==> src/rtl/pipe_hazard_ctrl_pkg.sv <==
// Shared types and constants for the pipeline hazard controller.
package risc23_pkg;
  localparam int REG_W     = 3;
  localparam int NREGS     = 8;
  localparam int ADDR_STEP = 2;

  typedef enum logic {HZ_IDLE = 1'b0, HZ_SEQ = 1'b1} hz_state_t;
endpackage

==> src/rtl/pipe_hazard_ctrl_if.sv <==
// RF/EX observation inputs and stall/flush/micro-op controls of the hazard unit.
interface pipe_hazard_ctrl_if;
  import risc23_pkg::*;

  logic             rf_valid;
  logic [REG_W-1:0] rf_ra;
  logic [REG_W-1:0] rf_rb;
  logic             rf_use_ra;
  logic             rf_use_rb;
  logic             rf_is_lm;
  logic             rf_is_sm;
  logic [NREGS-1:0] rf_lmsm_mask;
  logic             ex_mem_rd;
  logic             ex_rf_we;
  logic [REG_W-1:0] ex_rf_waddr;
  logic             ex_redirect;

  logic             if_id_stall;
  logic             if_id_flush;
  logic             id_rf_stall;
  logic             id_rf_flush;
  logic             rf_ex_flush;
  logic             uop_valid;
  logic [REG_W-1:0] uop_reg;
  logic [15:0]      uop_offset;
  logic             uop_last;
  logic             load_use;

  modport master (
    output rf_valid, rf_ra, rf_rb, rf_use_ra, rf_use_rb, rf_is_lm, rf_is_sm,
           rf_lmsm_mask, ex_mem_rd, ex_rf_we, ex_rf_waddr, ex_redirect,
    input  if_id_stall, if_id_flush, id_rf_stall, id_rf_flush, rf_ex_flush,
           uop_valid, uop_reg, uop_offset, uop_last, load_use
  );

  modport slave (
    input  rf_valid, rf_ra, rf_rb, rf_use_ra, rf_use_rb, rf_is_lm, rf_is_sm,
           rf_lmsm_mask, ex_mem_rd, ex_rf_we, ex_rf_waddr, ex_redirect,
    output if_id_stall, if_id_flush, id_rf_stall, id_rf_flush, rf_ex_flush,
           uop_valid, uop_reg, uop_offset, uop_last, load_use
  );
endinterface

==> src/rtl/pipe_hazard_ctrl_prienc.sv <==
// Lowest-set-bit encoder: picks the next LM/SM register in ascending order.
module lmsm_prienc
  import risc23_pkg::*;
(
  input  logic [NREGS-1:0] mask,
  output logic [REG_W-1:0] index,
  output logic             found,
  output logic [NREGS-1:0] rest
);
  // Scan from the top so the lowest set bit wins; rest clears that bit.
  always_comb begin
    index = '0;
    for (int i = NREGS - 1; i >= 0; i--)
      if (mask[i]) index = REG_W'(i);
    found = |mask;
    rest  = mask & (mask - NREGS'(1));
  end
endmodule

==> src/rtl/pipe_hazard_ctrl.sv <==
// Stall/flush generation for IF/ID, ID/RF, RF/EX plus LM/SM micro-op sequencing.
module pipe_hazard_ctrl
  import risc23_pkg::*;
(
  input  logic              clk,
  input  logic              rst,
  pipe_hazard_ctrl_if.slave hz
);
  hz_state_t        st, st_nxt;
  logic [NREGS-1:0] rem_mask, rem_nxt, cand, rest;
  logic [3:0]       idx, idx_nxt;
  logic             is_sm_q, sm_nxt;
  logic [REG_W-1:0] pe_idx;
  logic             found, in_seq, start, hazard, more;

  assign in_seq = (st == HZ_SEQ);
  assign cand   = in_seq ? rem_mask : hz.rf_lmsm_mask;
  assign start  = !in_seq && hz.rf_valid && (hz.rf_is_lm || hz.rf_is_sm);
  assign more   = (rest != '0);

  lmsm_prienc u_prienc (.mask(cand), .index(pe_idx), .found(found), .rest(rest));

  // A store micro-op reads its register, so it can hit a pending load too.
  assign hazard = hz.ex_mem_rd && hz.ex_rf_we &&
                  ((hz.rf_use_ra && hz.ex_rf_waddr == hz.rf_ra) ||
                   (hz.rf_use_rb && hz.ex_rf_waddr == hz.rf_rb) ||
                   (in_seq && is_sm_q && hz.ex_rf_waddr == pe_idx));

  // State register.
  always_ff @(posedge clk) begin
    if (rst) begin
      st       <= HZ_IDLE;
      rem_mask <= '0;
      idx      <= '0;
      is_sm_q  <= 1'b0;
    end else begin
      st       <= st_nxt;
      rem_mask <= rem_nxt;
      idx      <= idx_nxt;
      is_sm_q  <= sm_nxt;
    end
  end

  // Next state: redirect aborts, load-use holds, otherwise advance the sequence.
  always_comb begin
    st_nxt  = st;
    rem_nxt = rem_mask;
    idx_nxt = idx;
    sm_nxt  = is_sm_q;
    if (hz.ex_redirect) begin
      st_nxt  = HZ_IDLE;
      rem_nxt = '0;
      idx_nxt = '0;
    end else if (hazard) begin
      // hold
    end else if (start && found && more) begin
      st_nxt  = HZ_SEQ;
      rem_nxt = rest;
      idx_nxt = 4'd1;
      sm_nxt  = hz.rf_is_sm;
    end else if (in_seq) begin
      rem_nxt = rest;
      idx_nxt = more ? idx + 4'd1 : 4'd0;
      st_nxt  = more ? HZ_SEQ : HZ_IDLE;
    end
  end

  // Outputs; micro-op fields read as zero whenever no micro-op is presented.
  always_comb begin
    logic stall, fl_up, fl_ex, uv;
    stall = 1'b0;
    fl_up = 1'b0;
    fl_ex = 1'b0;
    uv    = 1'b0;
    if (hz.ex_redirect) begin
      fl_up = 1'b1;
      fl_ex = 1'b1;
    end else if (hazard) begin
      stall = 1'b1;
      fl_ex = 1'b1;
    end else if (in_seq || start) begin
      uv    = found;
      stall = found && more;
      fl_ex = !found;
    end
    hz.if_id_stall = !rst && stall;
    hz.id_rf_stall = !rst && stall;
    hz.if_id_flush = !rst && fl_up;
    hz.id_rf_flush = !rst && fl_up;
    hz.rf_ex_flush = !rst && fl_ex;
    hz.uop_valid   = !rst && uv;
    hz.uop_last    = !rst && uv && !more;
    hz.uop_reg     = (!rst && uv) ? pe_idx : '0;
    hz.uop_offset  = (!rst && uv && in_seq) ? 16'(idx) * 16'(ADDR_STEP) : 16'd0;
    hz.load_use    = !rst && hazard;
  end
endmodule
==> src/flat_wrapper.sv <==
// flat-port wrapper written by rule: the top's interface ports become plain ports
module pipe_hazard_ctrl_flat import risc23_pkg::*;
  (clk, rst, hz_rf_valid, hz_rf_ra, hz_rf_rb, hz_rf_use_ra, hz_rf_use_rb, hz_rf_is_lm, hz_rf_is_sm, hz_rf_lmsm_mask, hz_ex_mem_rd, hz_ex_rf_we, hz_ex_rf_waddr, hz_ex_redirect, hz_if_id_stall, hz_if_id_flush, hz_id_rf_stall, hz_id_rf_flush, hz_rf_ex_flush, hz_uop_valid, hz_uop_reg, hz_uop_offset, hz_uop_last, hz_load_use);
  pipe_hazard_ctrl_if hz_i ();
  input  logic clk;
  input  logic rst;
  input wire logic [$bits(hz_i.rf_valid)-1:0] hz_rf_valid;
  input wire logic [$bits(hz_i.rf_ra)-1:0] hz_rf_ra;
  input wire logic [$bits(hz_i.rf_rb)-1:0] hz_rf_rb;
  input wire logic [$bits(hz_i.rf_use_ra)-1:0] hz_rf_use_ra;
  input wire logic [$bits(hz_i.rf_use_rb)-1:0] hz_rf_use_rb;
  input wire logic [$bits(hz_i.rf_is_lm)-1:0] hz_rf_is_lm;
  input wire logic [$bits(hz_i.rf_is_sm)-1:0] hz_rf_is_sm;
  input wire logic [$bits(hz_i.rf_lmsm_mask)-1:0] hz_rf_lmsm_mask;
  input wire logic [$bits(hz_i.ex_mem_rd)-1:0] hz_ex_mem_rd;
  input wire logic [$bits(hz_i.ex_rf_we)-1:0] hz_ex_rf_we;
  input wire logic [$bits(hz_i.ex_rf_waddr)-1:0] hz_ex_rf_waddr;
  input wire logic [$bits(hz_i.ex_redirect)-1:0] hz_ex_redirect;
  output wire logic [$bits(hz_i.if_id_stall)-1:0] hz_if_id_stall;
  output wire logic [$bits(hz_i.if_id_flush)-1:0] hz_if_id_flush;
  output wire logic [$bits(hz_i.id_rf_stall)-1:0] hz_id_rf_stall;
  output wire logic [$bits(hz_i.id_rf_flush)-1:0] hz_id_rf_flush;
  output wire logic [$bits(hz_i.rf_ex_flush)-1:0] hz_rf_ex_flush;
  output wire logic [$bits(hz_i.uop_valid)-1:0] hz_uop_valid;
  output wire logic [$bits(hz_i.uop_reg)-1:0] hz_uop_reg;
  output wire logic [$bits(hz_i.uop_offset)-1:0] hz_uop_offset;
  output wire logic [$bits(hz_i.uop_last)-1:0] hz_uop_last;
  output wire logic [$bits(hz_i.load_use)-1:0] hz_load_use;
  assign hz_i.rf_valid = hz_rf_valid;
  assign hz_i.rf_ra = hz_rf_ra;
  assign hz_i.rf_rb = hz_rf_rb;
  assign hz_i.rf_use_ra = hz_rf_use_ra;
  assign hz_i.rf_use_rb = hz_rf_use_rb;
  assign hz_i.rf_is_lm = hz_rf_is_lm;
  assign hz_i.rf_is_sm = hz_rf_is_sm;
  assign hz_i.rf_lmsm_mask = hz_rf_lmsm_mask;
  assign hz_i.ex_mem_rd = hz_ex_mem_rd;
  assign hz_i.ex_rf_we = hz_ex_rf_we;
  assign hz_i.ex_rf_waddr = hz_ex_rf_waddr;
  assign hz_i.ex_redirect = hz_ex_redirect;
  assign hz_if_id_stall = hz_i.if_id_stall;
  assign hz_if_id_flush = hz_i.if_id_flush;
  assign hz_id_rf_stall = hz_i.id_rf_stall;
  assign hz_id_rf_flush = hz_i.id_rf_flush;
  assign hz_rf_ex_flush = hz_i.rf_ex_flush;
  assign hz_uop_valid = hz_i.uop_valid;
  assign hz_uop_reg = hz_i.uop_reg;
  assign hz_uop_offset = hz_i.uop_offset;
  assign hz_uop_last = hz_i.uop_last;
  assign hz_load_use = hz_i.load_use;
  pipe_hazard_ctrl u_core (.clk(clk), .rst(rst), .hz(hz_i));
endmodule
==> config.mk <==
export PLATFORM = sky130hd
export DESIGN_NAME = pipe_hazard_ctrl_flat
export DESIGN_NICKNAME = d
export VERILOG_FILES = /design/src/rtl/pipe_hazard_ctrl_pkg.sv /design/src/rtl/pipe_hazard_ctrl_if.sv /design/src/rtl/pipe_hazard_ctrl_prienc.sv /design/src/rtl/pipe_hazard_ctrl.sv /design/src/flat_wrapper.sv
export SDC_FILE = /design/constraint.sdc
export NUM_CORES = 1
export LEC_CHECK = 0
export CAP_MARGIN = 20
export CORE_ASPECT_RATIO = 1.75
export CORE_MARGIN = 4
export CORE_UTILIZATION = 40
export DETAILED_ROUTE_END_ITERATION = 6
export GPL_ROUTABILITY_DRIVEN = 0
export GPL_TIMING_DRIVEN = 0
export PLACE_DENSITY_LB_ADDON = 0.1
export SLEW_MARGIN = 0
export SYNTH_ARGS = -nofsm -noshare
export SYNTH_HDL_FRONTEND = slang
export SYNTH_SLANG_ARGS = --single-unit
==> constraint.sdc <==
create_clock -name clk -period 7.2 [get_ports clk]
set_input_delay 2.16 -clock clk [delete_from_list [all_inputs] [get_ports clk]]
set_output_delay 2.16 -clock clk [all_outputs]
set_load 0.03 [all_outputs]
### Word level (Yosys, flattened, before mapping)

Index checks and enable logic that the tools add are counted.

* $add $sub $neg: 2
* equality and inequality tests: 3
* multiplexer cells: 29
* bitwise logic cells: 3
* reductions and logical operators: 32

Operators with widths (count)
* $mux W3: 9
* $mux W8: 3
* $logic_and A1 B1 Y1: 18
* $mux W1: 13
* $mux W4: 3
* $eq A3 B3 Y1: 3
* $and A8 B8 Y8: 1
* $reduce_bool A8 Y1: 1
* $reduce_or A8 Y1: 1
* $sub A8 B1 Y8 const B: 1
* $mux W5: 1
* $add A4 B1 Y4 const B: 1
* $logic_not A1 Y1: 4
* $logic_or A1 B1 Y1: 4
* $reduce_and A3 Y1: 1
* $not A1 Y1: 2
* $reduce_and A2 Y1: 1
* $reduce_bool A2 Y1: 1
* $reduce_or A2 Y1: 1

* register bits: 14
* bits of input ports: 27
* output and inout bits: 27
* logic and storage cells: 73

### Longest topological paths before layout

* depth after elaboration: 18
* depth in mapped cells: 9
* mapped depth without buffers: 7

### Hierarchy

From an unflattened synthesis, not the netlist that was laid out.

* cells, all modules: 161
* area total of the unflattened synthesis: 1275.0 sq um

By module, submodules not included
* pipe_hazard_ctrl: times used 1, cells an instance 138, area each 1126.1 sq um, sequential area each 280.3 sq um
* lmsm_prienc: times used 1, cells an instance 23, area each 148.9 sq um, sequential area each 0.0 sq um

### Worst setup path before layout

Ideal clock, no wire load.

* path kind: input-to-output
* start point: input port hz_rf_lmsm_mask[4]
* end point: output port hz_if_id_stall
* arrival time: 4445 ps
* data required time: 5040 ps
* setup slack: 595 ps
* cell stages on the path: 8
* buffers on the path: 2
* cells stage by stage: or3_1 -> a211o_1 -> a22o_1 -> xor2_1 -> a41oi_4 -> buf_6 -> a21oi_1 -> buf_4

* word-level cells in the longest chain between the ends: 13
* elaborated cells between the ends (all ways): 19
* those cells by class: 1 x add/sub; 1 x eq/ne; 9 x mux; 1 x bitwise; 7 x reduce/logical

Ends and longest elaborated chain
* from (decl): line flat_wrapper.sv:14 `input wire logic [$bits(hz_i.rf_lmsm_mask)-1:0] hz_rf_lmsm_mask;`
* $mux W8 (*): line pipe_hazard_ctrl.sv:17 `assign cand = in_seq ? rem_mask : hz.rf_lmsm_mask;`
* branches (longest 9 deep; another with $sub A8 B1 Y8)
* $mux W1 (*): line pipe_hazard_ctrl.sv:78 `end else if (hazard) begin`
* $mux W1 (*): line pipe_hazard_ctrl.sv:75 `if (hz.ex_redirect) begin`
* $logic_and A1 B1 Y1 (*)
* to (decl): line flat_wrapper.sv:19 `output wire logic [$bits(hz_i.if_id_stall)-1:0] hz_if_id_stall;`

Mark *: on every way between the ends.

### Final worst setup path

* start point: input port hz_rf_lmsm_mask[1]
* end point: output port hz_uop_last

* word-level cells in the longest chain between the ends: 11
* elaborated cells between the ends (all ways): 17
* those cells by class: 1 x add/sub; 1 x eq/ne; 6 x mux; 1 x bitwise; 8 x reduce/logical

Ends and longest elaborated chain
* $mux W8 (*): line pipe_hazard_ctrl.sv:17
* branches (longest 9 deep; another with $sub A8 B1 Y8)
* $logic_and A1 B1 Y1 (*): line pipe_hazard_ctrl.sv:92 `hz.uop_last = !rst && uv && !more;`
* to (decl): line flat_wrapper.sv:27 `output wire logic [$bits(hz_i.uop_last)-1:0] hz_uop_last;`

Marks and branches as above.

==> key figures <==
Worst setup path
  – Critical path endpoint category: primary output
  – Critical path class: in2out
  – Crit path DAT: 4.87 ns
  – Crit-path max FO: 10
  – RR Endpoint: u_core.is_sm_q$_SDFFE_PP0P_
  – Worst setup SP type: primary input
  – Worst EP required: 5.04 ns
  – R2R cell count: 9
  – Worst R2R Start: u_core.in_seq$_SDFFE_PP0N_
  – R2R Setup Slk: 4.77 ns

Pwr
  – Sequential power share: 32.2%
  – Psw: 82.3 µW
  – Combinational share of power: around two fifths
  – Pint: 159 µW
  – Clock power share: 27.8%
  – Sw Ratio: 34.1%
  – Max VDD drop: 0.104 mV
  – PwrDens: ~120 nW/µm²
  – LEAKAGE: 0.000859 µW

Clock tree
  – Clock Pin Slew Worst Setup and Hold Paths: 0.06 ns
  – Num CTS Buffers: 3
  – H-tree levels: 1
  – Root Buffer: clkbuf_8
  – CTS Sinks: 13
  – CTS tree: yes
  – Worst skew pair latency: 0.24 ns
  – CTS Buffer Depth: 2

Place
  – PortBufs: 41
  – # placed instances: 278
  – HPWL Detailed: 3320 µm
  – Post-Place Worst Slack: -0.392 ns

Floorplanning
  – Die Y: ~87 µm
  – Die area: between 4000 and 5000 µm²
  – Starting Density: 41.8%
  – Core Rows: 28
  – Die width: 53.0 µm
  – Core box area: 3400 µm²
  – I/O pin total: 54

STA
  – Fmax: 0.142 GHz
  – Post-layout min period: 7.03 ns
  – Final Hold Viols: 0
  – Worst Skew: a little under 0.002 ns
  – Worst setup margin: 0.175 ns
  – Final clock period utilization by the worst path: 97.6%
  – RSZ-0062 raised after global routing: false
  – Worst slew pin tran: around 0.54 ns
  – Fin. max-slew vios: 0
  – Finish-stage setup viols: 0
  – Worst rel slew slack: 63.8%

Outcome
  – Status: finished, final reports clean

Hold path
  – Hold EP: u_core.is_sm_q$_SDFFE_PP0P_
  – Hold crit path type: reg2reg
  – HP Start: u_core.is_sm_q$_SDFFE_PP0P_
  – Hold Crit Depth: 2

Flow run
  – Max cap viols: 0

Logic synthesis
  – Number of synthesized flops with an enable pin: 0
  – Synth Area in Compound Gates: 19.5%
  – Mapped Area: approximately 1400 µm²
  – Primary FF master, synth: dfxtp_1
  – FF+latch count, synth: 13
  – Post-Synth Simple-Gate Area: between 30% and 40%
  – Post-synthesis cell type count: 55
  – Ys async rst share: 0%
  – Mux contribution to synthesized area: just over 9%
  – Synth Area in Adders: 1.59%
  – Synthesized instance count: 181
  – Xor/xnor share of the synthesized area: 5.55%
  – Sequential share of the synthesized area: between 10% and 20%
  – Main combinational cell family by area after synthesis: simple AND/OR/NAND/NOR gates
  – Yosys warnings: 0
  – Mean post-synth cell area: 7.85 µm²

Global route
  – Tot GR Track Use: 18.8%
  – Vias in the first global route: 1440
  – First-pass GRT wire length: 6510 µm
  – Overflow after GRT: 0
  – Initial antenna violation count: 0
  – Largest net degree at the start of global routing: 11

Final layout
  – Commonest cells after routing, fill and taps aside: clkdlybuf4s50_1, nand2_1, buf_4
  – Fin nets: 269
  – # diodes: 0
  – Area Growth Syn to Fin: 41.0%
  – Non-filler cells, final: 285
  – Commonest non-fill, non-tap cell in the layout: clkdlybuf4s50_1
  – Fraction of layout cells with a size suffix above 1: between 10% and 20%

Detailed routing
  – DR pass1 iterations: 4
  – Via-to-Cell Ratio: approximately 5.0
  – Vias: 1439
  – Final antenna-violating net count: 0
  – Final wirelength: 4120 µm
  – Iter 0 DRT Violations: 42
  – Wirelength per Cell: 14.4 µm
  – DRC Markers: 0
-- Yosys cell counts, types with 2 or more instances --
cell type   n  area (µm²)
nand2_1    21        78.8
buf_6       2        22.5
dfxtp_1    13         260
xnor2_1     7        61.3
xor2_1      2        17.5
a21oi_1     8        40.0
o21ai_0     2        10.0
inv_1       7        26.3
clkbuf_1    2        7.51
mux2i_1    12         120
a22oi_1     2        15.0
or3_1       4        25.0
nor2_1     15        56.3
buf_4      14         105
nand2b_1    6        37.5
nand4_1     4        25.0
nor2b_1     3        18.8
or2b_1      2        15.0
nand4_2     2        25.0
nand3_1     4        20.0
a211oi_1    2        15.0
o211ai_1    3        22.5
or3b_1      2        17.5
nor3_1      3        15.0
and2_1      3        18.8
nor3b_2     2        25.0
nor3b_1     2        15.0
nand4b_1    2        17.5
or2_2       4        25.0
-- how the worst max path moves through the flow --
| stage | startpoint | endpoint | slack [ns] | depth (start not counted) |
|---|---|---|---|---|
| 2_1_floorplan | hz_rf_lmsm_mask[4] | hz_if_id_stall | 0.60 | 8 |
| 3_3_place_gp | hz_rf_lmsm_mask[6] | hz_if_id_stall | -0.37 | 10 |
| 3_5_place_dp | hz_rf_lmsm_mask[1] | hz_uop_last | -0.39 | 10 |
| 4_1_cts | hz_rf_lmsm_mask[4] | hz_rf_ex_flush | 0.04 | 9 |
| 5_1_grt | hz_rf_lmsm_mask[1] | hz_uop_reg[0] | 0.0002 | 10 |
| 6_report | hz_rf_lmsm_mask[1] | hz_uop_last | 0.17 | 10 |
-- layer usage --
| layer | track usage [%] | share of wire (%) |
|---|---|---|
| met5 | 0 | 0 |
| met4 | 5.58 | 0.87 |
| met3 | 2.24 | 4.2 |
| met2 | 36.8 | 56 |
| met1 | 19.6 | 39 |
-- power by group through the flow --
stage          sequential, µW  clock, µW  combinational, µW
2_1_floorplan            78.0          0               64.2
3_3_place_gp             78.9          0               95.1
3_5_place_dp             79.0          0               95.8
4_1_cts                  77.3       70.5               96.8
5_1_grt                  77.8       72.9                104
6_report                 77.5       67.1               96.5
-- what timing repair did --
action | CTS | global route
hold endpoints to repair | 0 | 0
hold buffers | 0 | 0
gates resized for setup | 14 | 5
pin swaps | 2 | 0
endpoints found under the setup margin | 13 | 5
setup buffers | 3 | 0
-- registers in the layout, summed over array words and instances (netlist names) --
| register | flops |
|---|---|
| u_core.rem_mask | 7 |
| u_core.in_seq | 1 |
| u_core.idx | 4 |
| u_core.is_sm_q | 1 |
-- area by class of cell --
cell class	count	area (µm²)
flip-flops and latches	13	260
inverters	7	26.3
clock buffers	4	45.0
well taps	45	56.3
fillers	342	1400
repair buffers	44	428
multi-input cells	152	1040
plain buffers	20	144
-- cell families after synthesis --
group / after synthesis
buffers and inverters: 27
other: 1
AOI/OAI and AO/OA: 34
adders and majority gates: 2
and+or+nand+nor: 82
DFF: 13
muxes: 13
xor gates and xnor gates: 9
-- metrics by stage --
step	power, µW	util, %	setup TNS [ns]	cell area [µm²]	hold WS, ns
after floorplan	142	-	0	1460	0.448
after global placement	174	56.7	-3.93	1930	0.462
after detailed placement	175	56.7	-4.27	1930	0.466
after CTS	245	58.7	0	1990	0.474
after global routing	254	58.9	0	2000	0.509
final	241	58.9	0	2000	0.471
-- critical path: stages --
cell and delay [ns]:
clkdlybuf4s50_1 0.48, or3_1 0.45, a22oi_2 0.32, o21ai_2 0.13, xor2_1 0.18, a41oi_4 0.26, buf_6 0.18, nand4_2 0.15
nor2_1 0.14, dlygate4sd2_1 0.41
(Power assumes the default switching activity.)
